<file path="src/rtl/spi_ram_if.sv">
// ---------------------------------------------------------------------------
// spi_ram_if - command/response bundle between the SPI slave front-end
// (master modport) and the command-decoded RAM slave (slave modport).
//
//   din       [PAYLOAD_W+1:PAYLOAD_W] opcode, [PAYLOAD_W-1:0] payload
//   rx_valid  din carries a command this cycle
//   tx_ready  consumer accepts dout this cycle
//   dout      read data
//   tx_valid  dout valid, held until tx_valid & tx_ready
//   busy      a read is in flight or awaiting handshake
//   err_addr  sticky: out-of-range address command rejected
//   err_ovr   sticky: read-data command dropped while busy
// ---------------------------------------------------------------------------
interface spi_ram_if #(
  parameter int DATA_W = 8,
  parameter int ADDR_W = 8
);
  localparam int PAYLOAD_W = (ADDR_W > DATA_W) ? ADDR_W : DATA_W;

  logic [PAYLOAD_W+1:0] din;
  logic                 rx_valid;
  logic                 tx_ready;
  logic [DATA_W-1:0]    dout;
  logic                 tx_valid;
  logic                 busy;
  logic                 err_addr;
  logic                 err_ovr;

  modport master (
    output din, rx_valid, tx_ready,
    input  dout, tx_valid, busy, err_addr, err_ovr
  );

  modport slave (
    input  din, rx_valid, tx_ready,
    output dout, tx_valid, busy, err_addr, err_ovr
  );
endinterface

</file>
<file path="src/rtl/spi_ram_ctrl.sv">
// ---------------------------------------------------------------------------
// spi_ram_ctrl - command-decoded single-port RAM slave behind the SPI
// front-end. Opcodes: 00 set write address, 01 write data, 10 set read
// address, 11 read data. Read data is returned on dout with a
// tx_valid/tx_ready handshake after RD_LATENCY (1 or 2) edges.
//
// Ports:
//   clk    rising-edge clock
//   rst_n  asynchronous active-low reset
//   bus    spi_ram_if.slave (din/rx_valid in, dout/tx_valid/busy/errors out)
//
// Parameters: DATA_W, ADDR_W, DEPTH (1 < DEPTH <= 2**ADDR_W),
//             AUTO_INC (post-increment addresses), RD_LATENCY (1 or 2).
// ---------------------------------------------------------------------------
module spi_ram_ctrl #(
  parameter int DATA_W     = 8,
  parameter int ADDR_W     = 8,
  parameter int DEPTH      = 256,
  parameter int AUTO_INC   = 0,
  parameter int RD_LATENCY = 1
) (
  input logic      clk,
  input logic      rst_n,
  spi_ram_if.slave bus
);

  localparam int PAYLOAD_W = (ADDR_W > DATA_W) ? ADDR_W : DATA_W;

  // One extra bit so DEPTH == 2**ADDR_W is representable.
  localparam logic [ADDR_W:0]   DEPTH_L = (ADDR_W+1)'(DEPTH);
  localparam logic [ADDR_W-1:0] LAST_L  = ADDR_W'(DEPTH - 1);

  localparam logic [1:0] S_IDLE    = 2'd0;
  localparam logic [1:0] S_RD_PIPE = 2'd1;
  localparam logic [1:0] S_RD_HOLD = 2'd2;

  localparam logic [1:0] OP_WR_ADDR = 2'b00;
  localparam logic [1:0] OP_WR_DATA = 2'b01;
  localparam logic [1:0] OP_RD_ADDR = 2'b10;
  localparam logic [1:0] OP_RD_DATA = 2'b11;

  logic [1:0]        state;
  logic [ADDR_W-1:0] wr_addr;
  logic [ADDR_W-1:0] rd_addr;
  logic [DATA_W-1:0] stage;
  logic [DATA_W-1:0] dout_q;
  logic              tx_valid_q;
  logic              err_addr_q;
  logic              err_ovr_q;

  logic [DATA_W-1:0] mem [DEPTH];

  // Command field decode; payload bits above ADDR_W/DATA_W are ignored.
  logic [1:0]        op;
  logic [ADDR_W-1:0] pay_addr;
  logic [DATA_W-1:0] pay_data;
  logic              addr_ok;
  logic              handshake;
  logic              rd_cmd;
  logic              rd_accept;

  assign op        = bus.din[PAYLOAD_W+1:PAYLOAD_W];
  assign pay_addr  = bus.din[ADDR_W-1:0];
  assign pay_data  = bus.din[DATA_W-1:0];
  assign addr_ok   = ({1'b0, pay_addr} < DEPTH_L);
  assign handshake = (state == S_RD_HOLD) && bus.tx_ready;
  assign rd_cmd    = bus.rx_valid && (op == OP_RD_DATA);
  // A read is taken when idle, or on the very edge the held data is handed off.
  assign rd_accept = rd_cmd && ((state == S_IDLE) || handshake);

  function automatic logic [ADDR_W-1:0] inc_wrap(input logic [ADDR_W-1:0] a);
    return (a == LAST_L) ? '0 : a + 1'b1;
  endfunction

  // NOTE: RAM array has no reset so it maps onto block RAM; its contents are
  // undefined until written.
  always_ff @(posedge clk) begin
    if (bus.rx_valid && (op == OP_WR_DATA))
      mem[wr_addr] <= pay_data;
  end

  // NOTE: all state uses non-blocking assignments, so the read capture below
  // sees the pre-edge RAM contents (read-before-write on a shared edge).
  always_ff @(posedge clk or negedge rst_n) begin
    if (!rst_n) begin
      state      <= S_IDLE;
      wr_addr    <= '0;
      rd_addr    <= '0;
      stage      <= '0;
      dout_q     <= '0;
      tx_valid_q <= 1'b0;
      err_addr_q <= 1'b0;
      err_ovr_q  <= 1'b0;
    end else begin
      // Address/write commands are legal in any state.
      if (bus.rx_valid) begin
        case (op)
          OP_WR_ADDR: begin
            if (addr_ok) wr_addr <= pay_addr;
            else         err_addr_q <= 1'b1;
          end
          OP_WR_DATA: begin
            if (AUTO_INC != 0) wr_addr <= inc_wrap(wr_addr);
          end
          OP_RD_ADDR: begin
            if (addr_ok) rd_addr <= pay_addr;
            else         err_addr_q <= 1'b1;
          end
          default: begin
            if (rd_accept) begin
              if (AUTO_INC != 0) rd_addr <= inc_wrap(rd_addr);
            end else begin
              err_ovr_q <= 1'b1;
            end
          end
        endcase
      end

      // Read pipeline.
      if (state == S_RD_PIPE) begin
        dout_q     <= stage;
        tx_valid_q <= 1'b1;
        state      <= S_RD_HOLD;
      end else if (rd_accept) begin
        if (RD_LATENCY == 1) begin
          dout_q     <= mem[rd_addr];
          tx_valid_q <= 1'b1;
          state      <= S_RD_HOLD;
        end else begin
          stage      <= mem[rd_addr];
          tx_valid_q <= 1'b0;
          state      <= S_RD_PIPE;
        end
      end else if (handshake) begin
        tx_valid_q <= 1'b0;
        state      <= S_IDLE;
      end
    end
  end

  assign bus.dout     = dout_q;
  assign bus.tx_valid = tx_valid_q;
  assign bus.busy     = (state != S_IDLE);
  assign bus.err_addr = err_addr_q;
  assign bus.err_ovr  = err_ovr_q;

endmodule

</file>
<file path="src/flat_wrapper.sv">
// flat-port wrapper written by rule: the top's interface ports become plain ports
module spi_ram_ctrl_flat 
#(
  parameter int DATA_W     = 8,
  parameter int ADDR_W     = 8,
  parameter int DEPTH      = 256,
  parameter int AUTO_INC   = 0,
  parameter int RD_LATENCY = 1
)
  (clk, rst_n, bus_din, bus_rx_valid, bus_tx_ready, bus_dout, bus_tx_valid, bus_busy, bus_err_addr, bus_err_ovr);
  spi_ram_if #(.DATA_W(DATA_W), .ADDR_W(ADDR_W)) bus_i ();
  input logic clk;
  input logic rst_n;
  input wire logic [$bits(bus_i.din)-1:0] bus_din;
  input wire logic [$bits(bus_i.rx_valid)-1:0] bus_rx_valid;
  input wire logic [$bits(bus_i.tx_ready)-1:0] bus_tx_ready;
  output wire logic [$bits(bus_i.dout)-1:0] bus_dout;
  output wire logic [$bits(bus_i.tx_valid)-1:0] bus_tx_valid;
  output wire logic [$bits(bus_i.busy)-1:0] bus_busy;
  output wire logic [$bits(bus_i.err_addr)-1:0] bus_err_addr;
  output wire logic [$bits(bus_i.err_ovr)-1:0] bus_err_ovr;
  assign bus_i.din = bus_din;
  assign bus_i.rx_valid = bus_rx_valid;
  assign bus_i.tx_ready = bus_tx_ready;
  assign bus_dout = bus_i.dout;
  assign bus_tx_valid = bus_i.tx_valid;
  assign bus_busy = bus_i.busy;
  assign bus_err_addr = bus_i.err_addr;
  assign bus_err_ovr = bus_i.err_ovr;
  spi_ram_ctrl #(.DATA_W(DATA_W), .ADDR_W(ADDR_W), .DEPTH(DEPTH), .AUTO_INC(AUTO_INC), .RD_LATENCY(RD_LATENCY)) u_core (.clk(clk), .rst_n(rst_n), .bus(bus_i));
endmodule
</file>
<file path="config.mk">
export PLATFORM = sky130hd
export DESIGN_NAME = spi_ram_ctrl_flat
export DESIGN_NICKNAME = d
export VERILOG_FILES = /design/src/rtl/spi_ram_if.sv /design/src/rtl/spi_ram_ctrl.sv /design/src/flat_wrapper.sv
export SDC_FILE = /design/constraint.sdc
export NUM_CORES = 2
export LEC_CHECK = 0
export BUFFER_PORTS_ARGS = -buffer_cell sky130_fd_sc_hd__buf_2
export CAP_MARGIN = 40
export CELL_PAD_IN_SITES_DETAIL_PLACEMENT = 0
export CELL_PAD_IN_SITES_GLOBAL_PLACEMENT = 1
export CORE_MARGIN = 3
export CORE_UTILIZATION = 45
export DETAILED_ROUTE_END_ITERATION = 7
export GPL_ROUTABILITY_DRIVEN = 0
export PLACE_DENSITY_LB_ADDON = 0.1
export SYNTH_ARGS = -nofsm -noshare
export SYNTH_HDL_FRONTEND = slang
export SYNTH_SLANG_ARGS = --single-unit
</file>
<file path="constraint.sdc">
create_clock -name clk -period 2.2 [get_ports clk]
set_input_delay 0.22 -clock clk [delete_from_list [all_inputs] [get_ports clk]]
set_output_delay 0.22 -clock clk [all_outputs]
set_load 0.02 [all_outputs]
</file>
* Yosys cells after proc, flatten, opt, wreduce, memory -nomap -nowiden
Memory sizes are Yosys's and may differ from the RTL's. Cells that the tools add are included.
Word-level totals: memories 1, input port bits 14, flip-flop bits (word level) 28, logic and storage cells 38, bits in writable memories 2048, output and inout bits 12
Memories:
- u_core.mem | depth 256, bits a word 8, rd ports 1, clocked after memory_dff 0, write ports 1, line spi_ram_ctrl.sv:51 | logic [DATA_W-1:0] mem [DEPTH];
Cells by class: muxes and demuxes 10, eq/ne operators 5, reduce and logical (&&, ||, !) cells 14, bitwise gates (word level) 2
Operators by type and width (count):
- 8-bit two-way mux | 2
- 2-bit equality test (second input constant) | 3
- 2-bit two-way mux | 3
- 1-bit two-way mux | 5
- 2-bit by 1-bit equality test with 1-bit output (second input constant) | 2
- 1-bit logical AND | 4
- 2-bit zero test | 2
- 2-bit AND reduction | 2
- 2-bit nonzero test | 2
- 3-bit AND reduction | 1
- 3-bit nonzero test | 1
- 3-bit OR reduction | 1
- 1-bit inverter | 2
- 1-bit logical OR | 1

* Longest topological paths before layout
depth in word-level cells 6, gate-level depth with buffers 13, depth with buffers taken out 7

* Worst setup path after synthesis
Ideal clock, no wire load.
kind register -> register, from reg u_core.rd_addr[0], to reg u_core.dout_q[3] (netlist: u_core.bus.dout[3]), required time 2.076 ns, cell stages (with the launch flop) 12, period minus slack after synthesis 2.369 ns, library setup time 0.124 ns, arrival 2.245 ns, slack -0.169 ns, buffers on the path 5, cell sequence dfrtp_1 -> buf_6 -> buf_12 -> buf_12 -> buf_8 -> buf_6 -> mux4_2 -> a211oi_1 -> o21ai_0 -> nand2_1 -> nor3_1 -> a211o_1
On the way: longest elaborated chain between the ends 3
Ends and longest elaborated chain:
- start: declaration | line spi_ram_ctrl.sv:44 | logic [ADDR_W-1:0] rd_addr;
- start signal: assignment | line spi_ram_ctrl.sv:106 | if (addr_ok) rd_addr <= pay_addr;
- start signal: assignment | line spi_ram_ctrl.sv:111 | if (AUTO_INC != 0) rd_addr <= inc_wrap(rd_addr);
- memory read 256 x 8 bit
- 8-bit two-way mux | line spi_ram_ctrl.sv:124 | end else if (rd_accept) begin
- 8-bit two-way mux | line spi_ram_ctrl.sv:120 | if (state == S_RD_PIPE) begin
- end signal: assignment | line spi_ram_ctrl.sv:121 | dout_q <= stage;
- end signal: assignment | line spi_ram_ctrl.sv:126 | dout_q <= mem[rd_addr];
- end: declaration | line spi_ram_ctrl.sv:46 | logic [DATA_W-1:0] dout_q;
No other way between the ends. The select of a mux whose other input is x is not followed. A chain may end at the register's enable or synchronous reset.

* Final worst setup path
from reg u_core.rd_addr[2], to reg u_core.dout_q[2] (netlist: u_core.bus.dout[2])
Same word-level chain as after synthesis.

==> impl_results.md <==
- Outcome: finished, violations left
- Failing checks: setup timing
- Seq/Total Area, Yosys: between 70% and 80%
- Multi-input gate area: 18300 sq um
- Synthesized area: 81200 sq um
- Max-Slew Margin vs Limit: 40.4%
- Pin count of the biggest net entering global routing: 95
- Layout Nets: 5085
- 1st-iter DRT viols: 4422
- Post-synth top area share: 75.7%
- CTS tree: yes
- WS Path Type: reg -> reg
- Layout cells sized above 1: 34.9%
- Post-synth EDFFs: 2048
- Max Fanout on Critical Path: 7
- Ys flop type: edfxtp_1
- Post-synthesis register bit count: ~2100
- Vias per std cell: 5.79
- Total vias in the final route: around 44000
- Antenna-violating nets left: 0
- Min-Delay Endpoint: u_core.mem[30][6]
- RSZ-0062 raised after global routing: yes
- Clock buffer count from CTS: 212
- Setup TNS: -5820 ps
- HP Start: bus_din[6]
- YS warnings: 0
- First-pass GRT wire length: 336000 um
- Clock root buffer: clkbuf_16
- Final Hold Fails: 0
- Ant diodes: 0
- Drt pass-1 iters: 6
- Post-synth net total: a little over 4000
- HPWL Detailed: 158000 um
- GRT Total Usage: 25.5%
- Worst EP required: 2950 ps
- Synth Instances: roughly 4100
- Starting density of the core: between 40% and 50%
- Synth unique cells: 71
- Period utilization: 135%
- R2r setup slk: -770 ps
- Max-cap violations: 0
- Final Non-Filler Cells: 7606
- Fmax: 337 MHz
- FF+latch area: approximately 62000 sq um
- Synth Area per Inst: 19.9 sq um
- Pwr Density: 966 nW/um^2
- Clk_skew: 32.1 ps
- WL/cell: approximately 31 um
- I/O pin count: 26
- Full die area: 186000 sq um
- Die W: 431 um
- Crit path arrival time: 3720 ps
- Max Slew Vio Count: 0
- VDD IR-drop max: 0.000732 V
- Total wire length: between 200000 and 250000 um
- Die Height: about 430 um
- Crit path launch type: flip-flop
- RR Startpoint: u_core.rd_addr[2]
- Cell with the most instances after synthesis: edfxtp_1
- Clk pin slew, worst setup/hold paths: 60 ps
- Ranking of synthesized cells by area: edfxtp_1 (76%), mux4_2 (8.2%), mux2i_1 (4.9%), nor2_1 (1.4%), o22ai_1 (1.0%)
- DP Area: 90600 sq um
- Htree depth: 4
- Initial antenna violation count: 2
- Later-pin clock latency in the skew report: 840 ps
- Post-synth ARST share: 1.25%
- Tmin final: 2970 ps
- Synth top cells by count: edfxtp_1 (2048), mux2i_1 (397), mux4_2 (296), nor2_1 (296), o22ai_1 (133)
- Hold/Removal Path Class: in -> reg
- Worst Hold Depth: 1
- Number of remaining DRC errors: 0
- Port Buffers: 24
- Leak pwr: ~34 nW
- Area Overhead vs Synth: 23.2%
- Setup ws final: -769 ps
- Dpl cells: 7100
- CP Capture Type: flip-flop
- Final instance area: 100000 sq um
- Worst-Margin Slew: 885 ps
- Largest area contributor in the netlist: edfxtp_1
- Clock Sinks: roughly 2100
- Gr ovfl total: 0
- Core area: about 180000 sq um
- R2R Path End: u_core.bus.dout[2]
- Clock tree buffer depth: 3
- Number of global-route vias before repair: 43800
- Final setup violation count: 8
- R2R depth: 10
- FILL cells: 13800
- FP Rows: roughly 160
worst max-delay path, stage by stage, from the launching register on:
cell and delay (ps):
dfrtp_4 510, buf_6 150, buf_4 150, nand3b_1 240, buf_6 210, buf_6 140, buf_12 130, o22ai_1 470
nor3_1 150, or4_4 600, o211ai_1 130
cells by family (layout without fill, tap and decap cells):
| logic type | Yosys count | in the layout | share of synthesized area, % |
|---|---|---|---|
| and+or+nand+nor | 552 | 552 | 2.95 |
| DFF | 2074 | 2074 | 76.5 |
| AOI/OAI and AO/OA | 462 | 462 | 3.95 |
| muxes | 753 | 753 | 14.4 |
| other | 1 | 1 | 0.00462 |
| buffers and inverters | 248 | 1409 | 2.17 |
report_power, final:
part | total, mW | internal (mW) | switching (mW)
Clock | 35.9 | 20.8 | 15.1
Sequential | 43.9 | 43.6 | 0.352
Combinational | 16.9 | 7.63 | 9.25
sequential cells by signal, indices dropped and copies added, names as in the netlist:
signal	flops
u_core.bus.dout	8
u_core.rd_addr	8
u_core.state	1
u_core.mem	2048
u_core.wr_addr	8
u_core.bus.err_ovr	1
worst max-delay path by stage:
stage                      start            endpoint  slack [ps]  depth (start not counted)
2_1_floorplan  u_core.rd_addr[0]  u_core.bus.dout[3]        -160                         10
3_3_place_gp   u_core.rd_addr[0]  u_core.bus.dout[7]       -1500                         11
3_5_place_dp   u_core.rd_addr[0]  u_core.bus.dout[7]       -1250                         12
4_1_cts        u_core.rd_addr[0]  u_core.bus.dout[7]        -820                         12
5_1_grt        u_core.rd_addr[0]  u_core.bus.dout[7]        -830                         12
6_report       u_core.rd_addr[2]  u_core.bus.dout[2]        -770                         10
cell usage in the layout (no fill, tap or decap), types with 18 or more instances in the layout:
| master | synthesis | final |
|---|---|---|
| nand2_1 | 113 | 109 |
| mux4_2 | 296 | 306 |
| o21ai_0 | 52 | 34 |
| clkbuf_16 | 0 | 221 |
| clkinv_2 | 0 | 46 |
| mux2i_1 | 397 | 387 |
| dfrtp_1 | 26 | 22 |
| nor3_1 | 28 | 23 |
| nor2_1 | 296 | 287 |
| a211oi_1 | 48 | 30 |
| buf_6 | 30 | 26 |
| buf_12 | 9 | 116 |
| buf_4 | 34 | 799 |
| o22ai_2 | 1 | 19 |
| edfxtp_1 | 2048 | 2048 |
| bufinv_16 | 0 | 24 |
| nand3_1 | 37 | 29 |
| o221ai_1 | 47 | 30 |
| a21oi_1 | 57 | 42 |
| a221oi_1 | 20 | 18 |
| a22oi_1 | 32 | 27 |
| clkinv_1 | 0 | 43 |
| clkbuf_1 | 90 | 35 |
| mux2_2 | 33 | 33 |
| o22ai_1 | 133 | 113 |
through the flow:
step,hold WS [ps],power [mW],util [%],worst slack (ps)
after detailed placement,298,59.7,50.6,-1250
after CTS,29.1,96.4,55.1,-822
final,45.2,96.7,55.9,-769
after floorplan,-75.6,52.3,-,-160
after global routing,39.3,99.7,55.9,-827
after global placement,301,59.7,50.6,-1500
layout make-up:
| type | count | area share (%) |
|---|---|---|
| clock buffers | 254 | 5.56 |
| clock inverters | 140 | 1.37 |
| inverters | 3 | 0.0187 |
| multi-input cells | 1768 | 18.3 |
| flip-flops and latches | 2074 | 62.1 |
| well taps | 2355 | 2.94 |
| repair buffers | 1012 | 9.73 |
repair_timing:
action,CTS,global route
cloned,7,5
endpoints found under the hold margin,303,0
hold buffers,11,0
buffers inserted,11,85
gates resized for setup,138,167
setup endpoints to repair,8,57
pin swaps,17,56
metal layers:
metal	global-route usage [%]	share of wire, %	vias up	wire, um
met4	7.37	3.1	0	7380
met1	37.3	43	23300	104000
li1	-	-	18900	-
met5	0	0	-	0
met3	4.22	6.5	303	15500
met2	39.9	47	1524	112000
No activity file was read; power rests on OpenSTA's default activity.
